==> config.mk <==
export PLATFORM = sky130hd
export DESIGN_NAME = cpu_player
export DESIGN_NICKNAME = d
export VERILOG_FILES = /design/src/rtl/cpu_player_pkg.sv /design/src/rtl/cpu_player_cycle_timer.sv /design/src/rtl/cpu_player.sv
export SDC_FILE = /design/constraint.sdc
export NUM_CORES = 1
export LEC_CHECK = 0
export ABC_AREA = 1
export CAP_MARGIN = 10
export CORE_ASPECT_RATIO = 1.2
export CORE_UTILIZATION = 35
export CTS_CLUSTER_DIAMETER = 150
export DETAILED_ROUTE_END_ITERATION = 12
export GPL_ROUTABILITY_DRIVEN = 0
export PLACE_DENSITY_LB_ADDON = 0.12
export SLEW_MARGIN = 30
export SYNTH_ARGS = -nofsm -noshare
export SYNTH_HDL_FRONTEND = slang
export SYNTH_SLANG_ARGS = --single-unit
==> constraint.sdc <==
create_clock -name clk -period 4.48 [get_ports clk]
set_input_delay 0.896 -clock clk [delete_from_list [all_inputs] [get_ports clk]]
set_output_delay 0.896 -clock clk [all_outputs]
set_load 0.01 [all_outputs]
==> src/rtl/cpu_player_pkg.sv <==
// Shared types and constants for the computer-opponent press generator.
package cpu_player_pkg;

  typedef enum logic [1:0] {
    IDLE     = 2'd0,
    PRESS    = 2'd1,
    COOLDOWN = 2'd2
  } state_t;

  localparam int unsigned DEF_HOLD_CYCLES     = 4;
  localparam int unsigned DEF_COOLDOWN_CYCLES = 8;
  localparam int unsigned TIMER_W             = 8;
  localparam int unsigned COUNT_W             = 8;
  localparam logic [COUNT_W-1:0] COUNT_MAX    = 8'd255;

endpackage

==> src/rtl/cpu_player_cycle_timer.sv <==
// Loadable 8-bit down-counter shared by the press and cooldown phases.
module cycle_timer
  import cpu_player_pkg::*;
(
  input  logic               clk,
  input  logic               rst,
  input  logic               load,
  input  logic [TIMER_W-1:0] load_val,
  input  logic               clear,
  output logic               done
);

  logic [TIMER_W-1:0] cnt;

  // Clear beats load; otherwise count down and rest at zero.
  always_ff @(posedge clk) begin
    if (rst || clear) begin
      cnt <= '0;
    end else if (load) begin
      cnt <= load_val;
    end else if (cnt != '0) begin
      cnt <= cnt - TIMER_W'(1);
    end
  end

  assign done = (cnt == '0);

endmodule

==> src/rtl/cpu_player.sv <==
// Computer opponent: random-vs-threshold decision on each tick, held press, then cooldown.
module cpu_player
  import cpu_player_pkg::*;
#(
  parameter int unsigned HOLD_CYCLES     = DEF_HOLD_CYCLES,
  parameter int unsigned COOLDOWN_CYCLES = DEF_COOLDOWN_CYCLES
) (
  input  logic         clk,
  input  logic         rst,
  input  logic         en,
  input  logic         tick,
  input  logic [7:0]   rand_num,
  input  logic [7:0]   level,
  output logic         press,
  output logic         press_pulse,
  output logic [7:0]   press_count
);

  localparam logic [TIMER_W-1:0] HOLD_LOAD = TIMER_W'(HOLD_CYCLES - 1);
  localparam logic [TIMER_W-1:0] COOL_LOAD = TIMER_W'(COOLDOWN_CYCLES - 1);

  state_t             state_q;
  state_t             state_d;
  logic               hit_c;
  logic               timer_load;
  logic [TIMER_W-1:0] timer_val;
  logic               timer_clear;
  logic               timer_done;
  logic               press_d;
  logic               pulse_d;
  logic [7:0]         count_d;

  assign hit_c = en & tick & (rand_num < level);

  cycle_timer u_timer (
    .clk      (clk),
    .rst      (rst),
    .load     (timer_load),
    .load_val (timer_val),
    .clear    (timer_clear),
    .done     (timer_done)
  );

  // State register.
  always_ff @(posedge clk) begin
    if (rst) state_q <= IDLE;
    else     state_q <= state_d;
  end

  // Next-state and timer control; en low forces IDLE and clears the timer.
  always_comb begin
    state_d     = state_q;
    timer_load  = 1'b0;
    timer_val   = '0;
    timer_clear = 1'b0;
    if (!en) begin
      state_d     = IDLE;
      timer_clear = 1'b1;
    end else begin
      case (state_q)
        IDLE: begin
          if (hit_c) begin
            state_d    = PRESS;
            timer_load = 1'b1;
            timer_val  = HOLD_LOAD;
          end
        end
        PRESS: begin
          if (timer_done) begin
            state_d    = COOLDOWN;
            timer_load = 1'b1;
            timer_val  = COOL_LOAD;
          end
        end
        COOLDOWN: begin
          if (timer_done) state_d = IDLE;
        end
        default: state_d = IDLE;
      endcase
    end
  end

  // Output decode from the upcoming state so the registered outputs align with it.
  always_comb begin
    press_d = (state_d == PRESS);
    pulse_d = (state_d == PRESS) && (state_q != PRESS);
    count_d = press_count;
    if ((state_q == IDLE) && (state_d == PRESS) && (press_count != COUNT_MAX)) begin
      count_d = press_count + 8'd1;
    end
  end

  // Output registers.
  always_ff @(posedge clk) begin
    if (rst) begin
      press       <= 1'b0;
      press_pulse <= 1'b0;
      press_count <= '0;
    end else begin
      press       <= press_d;
      press_pulse <= pulse_d;
      press_count <= count_d;
    end
  end

endmodule

Yosys cells after proc, flatten, opt, wreduce, memory -nomap -nowiden
Cells that the tools add are included.
{"block": "classes", "magnitude_cmp": 1, "eq_ne": 5, "n_mux": 16, "n_reduce_logical": 8, "shifts": 0, "mul": 0, "n_addsub": 2, "div": 0, "n_bitwise": 2}
{"op": "$mux 8", "count": 2}
{"op": "$mux 2", "count": 5}
{"op": "$add 8x1->8 const B", "count": 1}
{"op": "$logic_not 8->1", "count": 1}
{"op": "$lt 8x8->1", "count": 1}
{"op": "$ne 8x8->1 const B", "count": 1}
{"op": "$reduce_bool 8->1", "count": 1}
{"op": "$sub 8x1->8 const B", "count": 1}
{"op": "$mux 3", "count": 2}
{"op": "$pmux 2 s3", "count": 1}
{"op": "$pmux 3 s2", "count": 1}
{"op": "$eq 2x1->1 const B", "count": 2}
{"op": "$mux 1", "count": 4}
{"op": "$logic_and 1x1->1", "count": 3}
{"op": "$and 1x1->1", "count": 2}
{"op": "$eq 2x2->1 const B", "count": 1}
{"op": "$logic_not 2->1", "count": 1}
{"op": "$ne 2x1->1 const B", "count": 1}
{"op": "$pmux 1 s2", "count": 1}
{"op": "$reduce_bool 2->1", "count": 1}
{"op": "$logic_or 1x1->1", "count": 1}
{"block": "totals", "rom_bits": 0, "latch_bits": 0, "inputBits": 20, "reg_bits": 20, "ramBits": 0, "n_memories": 0}

Depth between registers and ports, before layout
Gate-level depths: netlist of the first run.
{"block": "depth", "depth_word": 8, "depth_mapped": 13}

Modules after synthesis
Synthesis of the first run repeated with hierarchy kept, for this count alone.
{"block": "hier_totals", "cells_unflattened": 187, "area_unflattened_um2": 1318.8}
{"module": "cpu_player", "n_inst": 1, "area_each_um2": 822.0, "cells_per_inst": 115, "seq_area_each_um2": 240.2}
{"module": "cycle_timer", "n_inst": 1, "area_each_um2": 496.7, "cells_per_inst": 72, "seq_area_each_um2": 160.2}

Worst setup path before layout of the first run
No wires, ideal clock.
{"block": "synth_path", "path_type": "input to register", "start": "input port level[5]", "end": "register u_timer.cnt[7]", "required_time_ns": 4.366, "arrival_time_ns": 1.989, "cell_stages": 10, "path_slack_ns": 2.376, "path_cell_list": "inv_1 ha_1 a21oi_1 nor2_1 nor3_4 nand2_2 nand2_4 nand3_2 nand2_2 nor2_1"}
{"block": "synth_between", "elab_chain_len": 6, "elab_cells_between_ends": 7, "classes_between": "1 x order compare; 4 x mux; 1 x bitwise; 1 x reduce/logical"}
{"item": "start, declared", "line": "cpu_player.sv:13", "source": "input logic [7:0] level,"}
{"item": "$lt 8x8->1 *", "line": "cpu_player.sv:33", "source": "assign hit_c = en & tick & (rand_num < level);"}
{"item": "$and 1x1->1 *", "line": "cpu_player.sv:33"}
{"item": "$mux 1 *", "line": "cpu_player.sv:62", "source": "if (hit_c) begin"}
{"item": "$pmux 1 s2 *", "line": "cpu_player.sv:60", "source": "case (state_q)"}
{"item": "$mux 1 *", "line": "cpu_player.sv:56", "source": "if (!en) begin"}
{"item": "$mux 8 or $reduce_bool 2->1 (tied branches)"}
{"item": "end signal, assigned", "line": "cpu_player_cycle_timer.sv:20", "source": "cnt <= load_val;"}
{"item": "end signal, assigned", "line": "cpu_player_cycle_timer.sv:22", "source": "cnt <= cnt - TIMER_W'(1);"}
{"item": "end, declared", "line": "cpu_player_cycle_timer.sv:13", "source": "logic [TIMER_W-1:0] cnt;"}
Every way passes the cells marked *; elsewhere a longest branch is shown, timed or not.
A chain may end at the register's enable or synchronous reset.

Final worst setup path of the first run
Same ends and word-level chain as after synthesis.

==> results of run 1 <==
[how the worst max path moves through the flow]
stage / start / end / slack (ns) / depth (start not counted)
6_report: level[5] / u_timer.cnt[7] / 2.05 / 11
5_1_grt: level[5] / u_timer.cnt[7] / 1.88 / 11
4_1_cts: level[5] / u_timer.cnt[7] / 2.03 / 11
3_5_place_dp: level[5] / u_timer.cnt[7] / 1.76 / 11
3_3_place_gp: level[5] / u_timer.cnt[7] / 1.83 / 11
2_1_floorplan: level[5] / u_timer.cnt[7] / 2.38 / 10
[cells by family (layout without fill, tap and decap cells)]
family,after synthesis,in the layout,share of synthesized area [%]
flip-flops,20,20,31.2
buffers and inverters,23,54,6.93
XOR/XNOR,12,12,8.20
adder cells (fa/ha/maj),10,10,9.77
AO/OA/AOI/OAI,17,17,7.71
AND/OR/NAND/NOR,77,77,36.1
[cells in the final DEF (no fill, tap or decap)]
master	n
nor3_2	2
o21ai_0	1
a21oi_1	12
dfxtp_1	20
a21boi_0	1
xnor2_1	3
nor2_4	3
nor2_1	17
nand2_1	28
ha_1	10
nor4_1	1
xor2_1	9
clkbuf_8	3
nand4_1	7
nand4_4	1
nor2_2	2
clkdlybuf4s50_1	29
nand3b_2	1
nand3_1	2
inv_1	18
nor3_4	1
nand3b_4	1
nand2_4	2
o21ai_1	1
inv_2	3
inv_4	1
nor3_1	2
nand3_4	1
a21oi_2	1
nand3_2	3
nand2_2	3
o211ai_2	1
[state kept, by name (all words and copies together) (netlist names)]
signal / flops
u_timer.cnt: 8
state_q: 2
press_pulse: 1
press_count: 8
press: 1
[per-layer routing]
layer | share of wire, % | track usage, % | up-vias
li1 | - | - | 576
met1 | 40 | 15.1 | 494
met2 | 57 | 29.4 | 12
met3 | 1.8 | 2.65 | 5
met4 | 1.7 | 6.40 | 0
met5 | 0 | 0 | -
[stage by stage]
stage,total power (µW),cell area (µm²),worst slack (ns),hold slack [ns]
after floorplan,557,1280,2.38,0.480
after global placement,631,1610,1.83,0.492
after detailed placement,634,1610,1.76,0.497
after CTS,753,1660,2.03,0.506
after global routing,809,1660,1.88,0.554
final,739,1660,2.05,0.507
[power groups by stage]
stage | sequential [µW] | combinational, µW | clock, µW
2_1_floorplan | 230 | 327 | 0
3_3_place_gp | 233 | 398 | 0
3_5_place_dp | 233 | 400 | 0
4_1_cts | 229 | 404 | 120
5_1_grt | 232 | 452 | 125
6_report | 229 | 395 | 115
[critical path, stage by stage]
cell and delay [ns]:
clkdlybuf4s50_1 0.46, inv_1 0.04, ha_1 0.28, a21oi_1 0.13, nor2_1 0.08, nor3_4 0.19, nand2_2 0.10, nand2_4 0.12
nand3_2 0.12, nand2_2 0.13, nor2_1 0.06
[area by class of cell]
| type | count | area [µm²] | share of cell area, % |
|---|---|---|---|
| timing repair buffer | 29 | 290 | 17.5 |
| multi-input combinational | 116 | 792 | 47.8 |
| inverter | 22 | 85.1 | 5.14 |
| tap | 37 | 46.3 | 2.80 |
| sequential | 20 | 400 | 24.2 |
| clock buffer | 3 | 41.3 | 2.49 |
==> qor.yml, run 1 <==
sta:
  fin_crit_ns: 2.43
  slew_viol_final: 0
  fin_crit_sh_pct: 54.3
  finalSetupViolCount: 0
  slew_headroom_pct: 67.1
  tightest_slew_ns: 0.492
  fmaxAchievable_ghz: 0.411
  final.setup.tns_ns: 0
  rsz0062_at_grt: "no"
  clock_skew_ns: 0.00372
  report.final.hold_viol_count: 0
clock_network:
  cts_buffers: 3
  clk_pin_slew_ns: 0.07
  cts_buffer_depth: 2
  cts_resized: 0
  cts_tree: "done"
  cts_htree_levels: 1
  root_buffer: "clkbuf_8"
  cts_hold_buf: 0
  cts_sinks: 20
  clk_latency_ns: 0.26
  post-cts-setup-buffers: 0
critical_path:
  cp_data_required_time_ns: 4.63
  cp-start-kind: "primary input"
  reg2reg_depth: 7
  r2r_end: "press_count[0]"
  worst-setup-path-type: "in -> reg"
  critPathArrivalTime_ns: 2.58
  r2r_slack_ns: 2.93
  r2r-start: "press_count[0]"
  path_max_fanout: 10
  endpoint_kind: "flip-flop"
yosys:
  synthesis.area_um2: 1280
  syn-num-nets: 189
  synth_ff_type: "dfxtp_1"
  syn_area_per_cell_um2: 8.06
  synth.area.top_cells: "dfxtp_1, ha_1, nand2_1"
  yosysUniqueCellTypes: 31
  yosysWarnings: 0
  synthArstFlopShare_pct: 0
  synth_seq_area_share_pct: 31.3
  synth_edf_count: 0
  synth_top_area_share_pct: 31.3
  synth.most_common_cell: "nand2_1"
  synth_area_leader_cell: "dfxtp_1"
  synthCells: 159
  synth_common_cells: "nand2_1, dfxtp_1, inv_1"
  ys_seq_elements: 20
finish:
  instances_no_fill: 227
  nets: 222
  drive_gt1_share_pct: 15.3
  nFillCells: 337
  diodes: 0
  area_growth_pct: 29.2
  fin_util_pct: 48.3
power:
  clockPowerShare_pct: 15.6
  p_seq_share_pct: 31.0
  p_int_uw: 430
  switching_share_pct: 41.8
  leakage_uw: 0.000716
  p_switching_uw: 309
  p_comb_share_pct: 53.4
  power.density_nw_per_um2: 446
  vdd_drop_max_uv: 148
floorplan:
  chipHeight_um: 68.3
  coreArea_um2: 3420
  rows: 23
  dieArea_um2: 3910
  dieWidth_um: 57.2
  ioPinCount: 30
  start_util_pct: 37.4
global_route:
  antenna_found_initial: 0
  grt_use_total_pct: 14.8
  grt_pass1_vias: 1077
  grt_start_max_net_pins: 14
  grt_pass1_wl_um: 4450
  global_route.overflow_total: 0
routing:
  num_vias: 1087
  wl_per_cell_um: 11.4
  viasPerCell: 4.79
  routed_wl_um: 2590
  ant_nets: 0
  drt_iter0_markers: 19
  firstDrtPassIters: 4
  drc: 0
status:
  outcome: "finished, final reports clean"
placement:
  numPortBuffers: 29
  place_hpwl_um: 2110
  dp.cells: 224
min_path:
  hp-class: "reg -> reg"
  hold_path_startpoint: "press_count[1]"
  whs_endpoint: "press_count[1]"
  hold_path_depth: 2
flow_run:
  maxCapViolCount: 0
Power figures use the tool's default switching activity.
==> run 2, diff against run 1 <==
==> constraint.sdc (replaced) <==
create_clock -name clk -period 2.2 [get_ports clk]
set_input_delay 0.44 -clock clk [delete_from_list [all_inputs] [get_ports clk]]
set_output_delay 0.44 -clock clk [all_outputs]
set_load 0.01 [all_outputs]
==> qor.yml, run 2 (same netlist as run 1, synthesis figures left out) <==
clock_network:
  root_buffer: "clkbuf_8"
  cts_tree: "done"
  cts_hold_buf: 0
  cts_resized: 0
  cts_buffers: 3
  cts_buffer_depth: 2
  clk_latency_ns: 0.26
  cts_sinks: 20
  cts_htree_levels: 1
  clk_pin_slew_ns: 0.08
  post-cts-setup-buffers: 0
routing:
  viasPerCell: 4.69
  drc: 0
  ant_nets: 0
  num_vias: 1074
  drt_iter0_markers: 11
  firstDrtPassIters: 3
  routed_wl_um: 2540
  wl_per_cell_um: 11.1
sta:
  tightest_slew_ns: 0.360
  slew_viol_final: 0
  clock_skew_ns: 0.00694
  fin_crit_ns: 1.95
  rsz0062_at_grt: "no"
  finalSetupViolCount: 0
  fmaxAchievable_ghz: 0.512
  slew_headroom_pct: 76.0
  fin_crit_sh_pct: 88.7
  final.setup.tns_ns: 0
  report.final.hold_viol_count: 0
critical_path:
  cp-start-kind: "primary input"
  r2r_slack_ns: 0.66
  path_max_fanout: 10
  critPathArrivalTime_ns: 2.11
  critPathMaxStageDelay_ns: 0.46
  crit_family: "simple AND/OR/NAND/NOR gates"
  crit_chain: "clkdlybuf4s50_1, inv_1, ha_1, a21oi_1, nor2_1, nor3_4, nand2_2, nand2_4, nand3_2, nand2_2, nor2_1"
  cp_num_cells: 11
  reg2reg_depth: 7
  cp_slowest_cell: "clkdlybuf4s50_1"
  endpoint_kind: "flip-flop"
  worst-setup-path-type: "in -> reg"
  cp.buffers_inverters: 2
  cp_data_required_time_ns: 2.35
floorplan:
  coreArea_um2: 3420
  chipHeight_um: 68.3
  start_util_pct: 37.4
  rows: 23
  dieArea_um2: 3910
  ioPinCount: 30
  dieWidth_um: 57.2
min_path:
  hp-class: "reg -> reg"
  hold_path_depth: 2
finish:
  area_growth_pct: 32.1
  reg.largest.list: "press_count (8), u_timer.cnt (8), state_q (2)"
  diodes: 0
  final_area_um2: 1690
  layout_common_cells: "clkdlybuf4s50_1, nand2_1, dfxtp_1"
  multi_input_area_um2: 792
  ff_latch_area_um2: 400
  layout_commonest_cell: "clkdlybuf4s50_1"
  nets: 223
  drive_gt1_share_pct: 16.1
  nFillCells: 331
global_route:
  busiest_layer: "met2"
  grt_pass1_wl_um: 4340
  grt_start_max_net_pins: 13
  use_met1_pct: 13.9
  grt_use_total_pct: 14.5
  grt_pass1_vias: 1092
  use_met3_pct: 2.65
  gr-usage-met2_pct: 30.3
  antenna_found_initial: 0
  global_route.overflow_total: 0
power:
  p_int_uw: 999
  vdd_drop_max_uv: 331
  p_seq_share_pct: 28.5
  clockPowerShare_pct: 22.2
  power.density_nw_per_um2: 969
  p_switching_uw: 642
  p_comb_share_pct: 49.3
  switching_share_pct: 39.1
  leakage_uw: 0.000735
status:
  outcome: "finished, final reports clean"
flow_run:
  maxCapViolCount: 0
placement:
  place_hpwl_um: 2130
  post_dp_cell_area_um2: 1620
  numPortBuffers: 29
## run 2: changes by cell type in the layout (fill, tap and decap cells not counted), sizes merged
cell    before  now
bufinv       0    1
buf          0    1
## run 2: metrics by stage
step / utilization, % / instances / power, µW / hold slack (ns) / setup WS (ns)
finish: 49.4 / 229 / 1640 / 0.511 / 0.248
global placement: 47.4 / 225 / 1290 / 0.495 / 0.00511
floorplan: - / 159 / 1140 / 0.480 / 0.552
detailed placement: 47.4 / 225 / 1290 / 0.495 / -0.0405
CTS: 49.4 / 229 / 1670 / 0.508 / 0.237
global route: 49.4 / 229 / 1780 / 0.564 / 0.113
## run 2: final cells by class
| cell class | count | area share, % |
|---|---|---|
| inverter | 22 | 5.03 |
| timing repair buffer | 30 | 17.6 |
| multi-input combinational | 116 | 46.8 |
| tap | 37 | 2.73 |
| clock buffer | 3 | 2.44 |
| sequential | 20 | 23.7 |
| clock inverter | 1 | 1.77 |
## run 2: power groups by stage
stage / sequential (µW) / combinational, µW / clock [µW]
detailed placement: 476 / 817 / 0
finish: 467 / 809 / 365
global placement: 474 / 811 / 0
floorplan: 469 / 666 / 0
CTS: 468 / 826 / 377
global route: 475 / 922 / 388
## run 2: path summary, 6_finish.rpt
check | startpoint | to
worst min register to register | press_count[1] | press_count[1]
worst max-delay path | level[5] | u_timer.cnt[7]
worst min-delay path | press_count[1] | press_count[1]
worst max register to register | press_count[0] | press_count[0]
## run 2: worst reg2reg max path, delay by kind of cell (launching register included)
kind	cells	cell delay, ns
simple gates	5	0.61
flops	1	0.40
fa+ha+maj	1	0.25
xor+xnor	1	0.17
## run 2: metal layers
layer / part of all wire, % / vias up
met1: 41 / 480
met4: 1.3 / 0
li1: - / 579
met3: 2.1 / 5
met5: 0 / -
met2: 56 / 10
